## config.mk

```make
export PLATFORM = sky130hd
export DESIGN_NAME = part_counter_ud
export DESIGN_NICKNAME = d
export VERILOG_FILES = /design/src/rtl/part_counter_ud.sv
export SDC_FILE = /design/constraint.sdc
export NUM_CORES = 1
export LEC_CHECK = 0
export ABC_AREA = 1
export BUFFER_PORTS_ARGS = -buffer_cell sky130_fd_sc_hd__buf_4
export CORE_AREA = 3 3 40 42
export DETAILED_ROUTE_END_ITERATION = 7
export DIE_AREA = 0 0 43 45
export PLACE_DENSITY = 0.68
export SETUP_SLACK_MARGIN = 0.2
export SLEW_MARGIN = 40
export SYNTH_ARGS = -nofsm -noshare
export SYNTH_HDL_FRONTEND = slang
export SYNTH_SLANG_ARGS = --single-unit
```

## constraint.sdc

```tcl
create_clock -name CLK -period 4.4 [get_ports CLK]
set_clock_uncertainty 0.1 [all_clocks]
set_input_delay 0.44 -clock CLK [delete_from_list [all_inputs] [get_ports CLK]]
set_output_delay 0.44 -clock CLK [all_outputs]
set_load 0.05 [all_outputs]
```

## src/rtl/part_counter_ud.sv

```systemverilog
// Parametrised S169-style synchronous up/down counter with configurable modulus,
// wrap/saturate mode, asynchronous reset and a registered wrap pulse.
module part_counter_ud #(
    parameter int              WIDTH     = 4,
    parameter longint unsigned MODULUS   = 16,
    parameter longint unsigned RESET_VAL = 0
) (
    input  logic             CLK,
    input  logic             RESET,
    input  logic [WIDTH-1:0] I,
    input  logic             LOAD_N,
    input  logic             UP_DN,
    input  logic             ENB_P_N,
    input  logic             ENB_T_N,
    input  logic             SAT,
    output logic [WIDTH-1:0] O,
    output logic             CO_N,
    output logic             WRAP_Q
);

    generate
        if (WIDTH < 2 || WIDTH > 32) begin : g_bad_width
            $error("part_counter_ud: WIDTH must be in 2..32");
        end
        if (MODULUS < 2 || MODULUS > (64'd1 << WIDTH)) begin : g_bad_modulus
            $error("part_counter_ud: MODULUS must be in 2..2^WIDTH");
        end
        if (RESET_VAL >= MODULUS) begin : g_bad_reset_val
            $error("part_counter_ud: RESET_VAL must be below MODULUS");
        end
    endgenerate

    localparam logic [WIDTH-1:0] MAX_VAL   = WIDTH'(MODULUS - 1);
    localparam logic [WIDTH-1:0] RST_VAL   = WIDTH'(RESET_VAL);
    localparam logic [WIDTH:0]   MOD_EXT   = (WIDTH+1)'(MODULUS);

    logic [WIDTH-1:0] o_q, o_d;
    logic             wrap_q, wrap_d;
    logic             tc;

    // Terminal count depends on the live direction, so a direction change
    // re-arms the carry without waiting for an edge.
    always_comb begin
        tc = UP_DN ? (o_q == MAX_VAL) : (o_q == '0);
    end

    always_comb begin
        o_d    = o_q;
        wrap_d = 1'b0;
        if (!LOAD_N) begin
            o_d = ({1'b0, I} < MOD_EXT) ? I : MAX_VAL;
        end else if (!ENB_P_N && !ENB_T_N) begin
            if (!tc) begin
                o_d = UP_DN ? (o_q + WIDTH'(1)) : (o_q - WIDTH'(1));
            end else if (!SAT) begin
                o_d    = UP_DN ? '0 : MAX_VAL;
                wrap_d = 1'b1;
            end
        end
    end

    always_ff @(posedge CLK or posedge RESET) begin
        if (RESET) begin
            o_q    <= RST_VAL;
            wrap_q <= 1'b0;
        end else begin
            o_q    <= o_d;
            wrap_q <= wrap_d;
        end
    end

    assign O      = o_q;
    assign WRAP_Q = wrap_q;
    assign CO_N   = !(tc && !ENB_T_N);

endmodule

```

Word-level counts from Yosys, hierarchy flattened. Cells that the tools add are included.

Bits of input ports: 11. Bits in registers: 5. Output and inout port bits: 6. Word-level logic and storage cells: 25.

Add/subtract/negate cells: 2. Reductions and logical operators: 7. Multiplexer cells: 11. Equal/unequal tests: 3.

Operators with widths (count): $mux 4 (6); $mux 1 (5); $add 4x1->4 const B (1); $eq 4x4->1 const B (1); $logic_not 4->1 (1); $sub 4x1->4 const B (1); $logic_not 1->1 (3); $ne 3x3->1 const B (1); $logic_and 1x1->1 (2); $ne 2x1->1 const B (1); $reduce_and 2->1 (1).

Logic depth before layout (Yosys ltp).
Depth in word-level cells: 5. Depth in mapped cells: 9. Gate-level depth less buffers: 9.

Worst setup path before layout. No wires, ideal clock.

Path type: register to output. From: register o_q[0] (netlist: O[0]). To: output CO_N. Path buffers: 0. Slack: 2.371 ns. Data arrival time: 1.489 ns. Required time: 3.860 ns. Cell stages (with the launch flop): 7. Cells stage by stage: dfrtp_1 > nand2_1 > inv_2 > nand2_2 > nand2_2 > nand2_2 > or2_1.

Word-level cells in the longest chain between the ends: 4. Elaborated cells on any way between the ends: 5. Those cells by class: 1 x eq/ne; 1 x mux; 3 x reduce/logical.

RTL lines: start: declaration (RTL line 37) `logic [WIDTH-1:0] o_q, o_d;`; start signal: assignment (RTL line 64) `o_q <= RST_VAL;`; start signal: assignment (RTL line 67) `o_q <= o_d;`; $eq 4x4->1 or $logic_not 4->1 (tied branches) (RTL line 44) `tc = UP_DN ? (o_q == MAX_VAL) : (o_q == '0);`; $mux 1 * (RTL line 44); $logic_and 1x1->1 * (RTL line 74) `assign CO_N = !(tc && !ENB_T_N);`; $logic_not 1->1 * (RTL line 74); end: declaration (RTL line 17) `output logic CO_N,`.

Mark *: on every way between the ends. The rest lies on a longest branch, timed or not.

Worst setup path in the final report. Ends and elaborated chain as after synthesis.

==> results_dict.tcl <==
set metrics [dict create \
    layout.nets 105 \
    slew_headroom_pct 83.04 \
    tightest_slew_ns 0.2544 \
    cp.arrival_ns 1.50 \
    vias_per_cell 4.362 \
    wirelength_um 1008 \
    cp_common_cell "nand2_2" \
    critPathLaunchType "flop" \
    synth_top_area_share_pct 26.53 \
    rows 13 \
    synth_warnings 0 \
    postCtsResizedCells 0 \
    vias 458 \
    syn_inst 69 \
    wl_per_cell_um 9.600 \
    grt_pass1_vias 421 \
    cp.required_ns 3.86 \
    pin_count 17 \
    dieArea_um2 1935 \
    p_leak_nw 0.3678 \
    yosysMostFrequentCell "nand2_1" \
    slowest_stage "dfrtp_1" \
    synth_seq_cells 5 \
    cts.sink_count 5 \
    hold_viol_final 0 \
    syn_to_final_growth_pct 37.40 \
    cts_buffer_depth 2 \
    yosys-top-cells-area "dfrtp_1, nand2_1, nand2_2" \
    cp_max_fo 7 \
    slew_violations 0 \
    synth_common_cells "nand2_1, inv_1, nand2_2" \
    outcome "finished, final reports clean" \
    yosysSeqAreaShare_pct 26.53 \
    rsz0062_at_grt "false" \
    cts_tree "yes" \
    synth.distinct_cells 19 \
    critPathTopFamily "simple AND/OR/NAND/NOR gates" \
    die_h_um 45 \
    antenna_found_initial 0 \
    globalplace.congestion 0.8089 \
    max_cap_violations 0 \
    irDropWorstVdd_mv 0.2255 \
    path_class "reg -> out" \
    grt_pass1_wl_um 1628 \
    grt_overflow 0 \
    crit_buf_inv 1 \
    power_density_nw_per_um2 411.5 \
    portBuffers 16 \
    drive_above_1_share_pct 42.22 \
    core_area_um2 1285 \
    antenna_left 0 \
    grt_use_total_pct 10.98 \
    drtIter0Drc 6 \
    hold_path.class "in -> reg" \
    root_buffer "clkbuf_4" \
    synth-edff-count 0 \
    setup_violations 0 \
    hpwl_um 863.3 \
    cp-end-kind "primary output" \
    chipWidth_um 43 \
    cts_buffers 3 \
    n_antenna_cell 0 \
    clk_latency_ns 0.24 \
    synth-async-reset-ratio_pct 100.0 \
    grt_max_degree 8 \
    max_stage_delay_ns 0.46 \
    synth_nets 83 \
    fin_crit_ns 2.045 \
    synth-main-ff-cell "dfrtp_1" \
    finalCritPeriodShare_pct 46.48 \
    final.setup.tns_ns 0 \
    yosys.area.top_type "dfrtp_1" \
    post-cts-setup-buffer-count 0 \
    syn_area_um2 471.7 \
    fin_hold_ws_ns 0.2672 \
    syn_area_per_cell_um2 6.836 \
    fmax_ghz 0.4890 \
    initial_core_util_pct 36.71 \
    worstPathCellList "nor2_1, nand2_2, nand2_2, nand2_2, or2_1, buf_4" \
    drt_first_pass_iters 4 \
    ctsHoldBuffers 1 \
    clkTransAtPathRegs_ns 0.04 \
    cts_max_level 1 \
    drc 0 \
]
==> registers in the layout, summed over array words and instances (netlist names) <==
register,flops
WRAP_Q,1
O,4
==> layout by cell type, fill, tap and decap left out, types with 3 or more instances in the layout <==
cell,netlist,layout
nand2_1,22,22
buf_4,0,16
nand2_2,6,6
inv_1,6,6
dfrtp_1,5,5
nand3_1,5,5
inv_2,4,4
nor2_1,4,4
or2_2,3,3
clkbuf_4,0,3
==> cell families after synthesis <==
family | Yosys count | share of synthesized area (%)
and+or+nand+nor | 46 | 49.87
xor gates and xnor gates | 1 | 1.857
buffers and inverters | 11 | 9.016
adders and majority gates | 3 | 9.548
AOI/OAI and AO/OA | 3 | 3.180
DFF | 5 | 26.53
==> layout make-up <==
class                      count  area [µm²]
clock buffer                   3       22.52
inverter                      11       42.54
multi-input combinational     53       304.0
sequential                     5       125.1
tap                           15       18.77
timing repair buffer          17       130.1
clock inverter                 1       5.005
fill                         134       636.9
==> through the flow <==
| step | setup slack (ns) | instances | cell area (µm²) | total power [mW] | util [%] |
|---|---|---|---|---|---|
| after floorplan | 2.371 | 69 | 471.7 | 0.1740 | - |
| after global placement | 2.558 | 100 | 610.6 | 0.2149 | 47.52 |
| after global routing | 2.240 | 105 | 648.1 | 0.2904 | 50.44 |
| after CTS | 2.332 | 105 | 648.1 | 0.2708 | 50.44 |
| final | 2.355 | 105 | 648.1 | 0.2667 | 50.44 |
| after detailed placement | 2.555 | 100 | 610.6 | 0.2162 | 47.52 |
==> metal layers <==
layer	wire [µm]	vias to the layer above	GRT usage, %
met5	0	-	0
met4	0	0	5.422
met3	49	0	0.7968
met2	474	8	18.86
met1	483	196	14.00
li1	-	254	-
==> final timing paths <==
| path | slack [ns] | from | to | cells after the start |
|---|---|---|---|---|
| min in group asynchronous | 0.55 | RESET | O[3]$_DFFE_PP0P_ | 3 |
| max in group asynchronous | 3.49 | RESET | WRAP_Q$_DFF_PP0_ | 3 |
| max | 2.36 | O[0]$_DFFE_PP0P_ | CO_N | 6 |
| max reg2reg | 2.88 | O[0]$_DFFE_PP0P_ | O[2]$_DFFE_PP0P_ | 6 |
| min reg2reg | 0.49 | O[2]$_DFFE_PP0P_ | O[2]$_DFFE_PP0P_ | 2 |
| min | 0.27 | SAT | WRAP_Q$_DFF_PP0_ | 2 |
==> power breakdown <==
part	internal (mW)	switching (mW)
Combinational	0.0525	0.0907
Sequential	0.0551	0.0168
Clock	0.0328	0.0187
(Power assumes the default switching activity.)
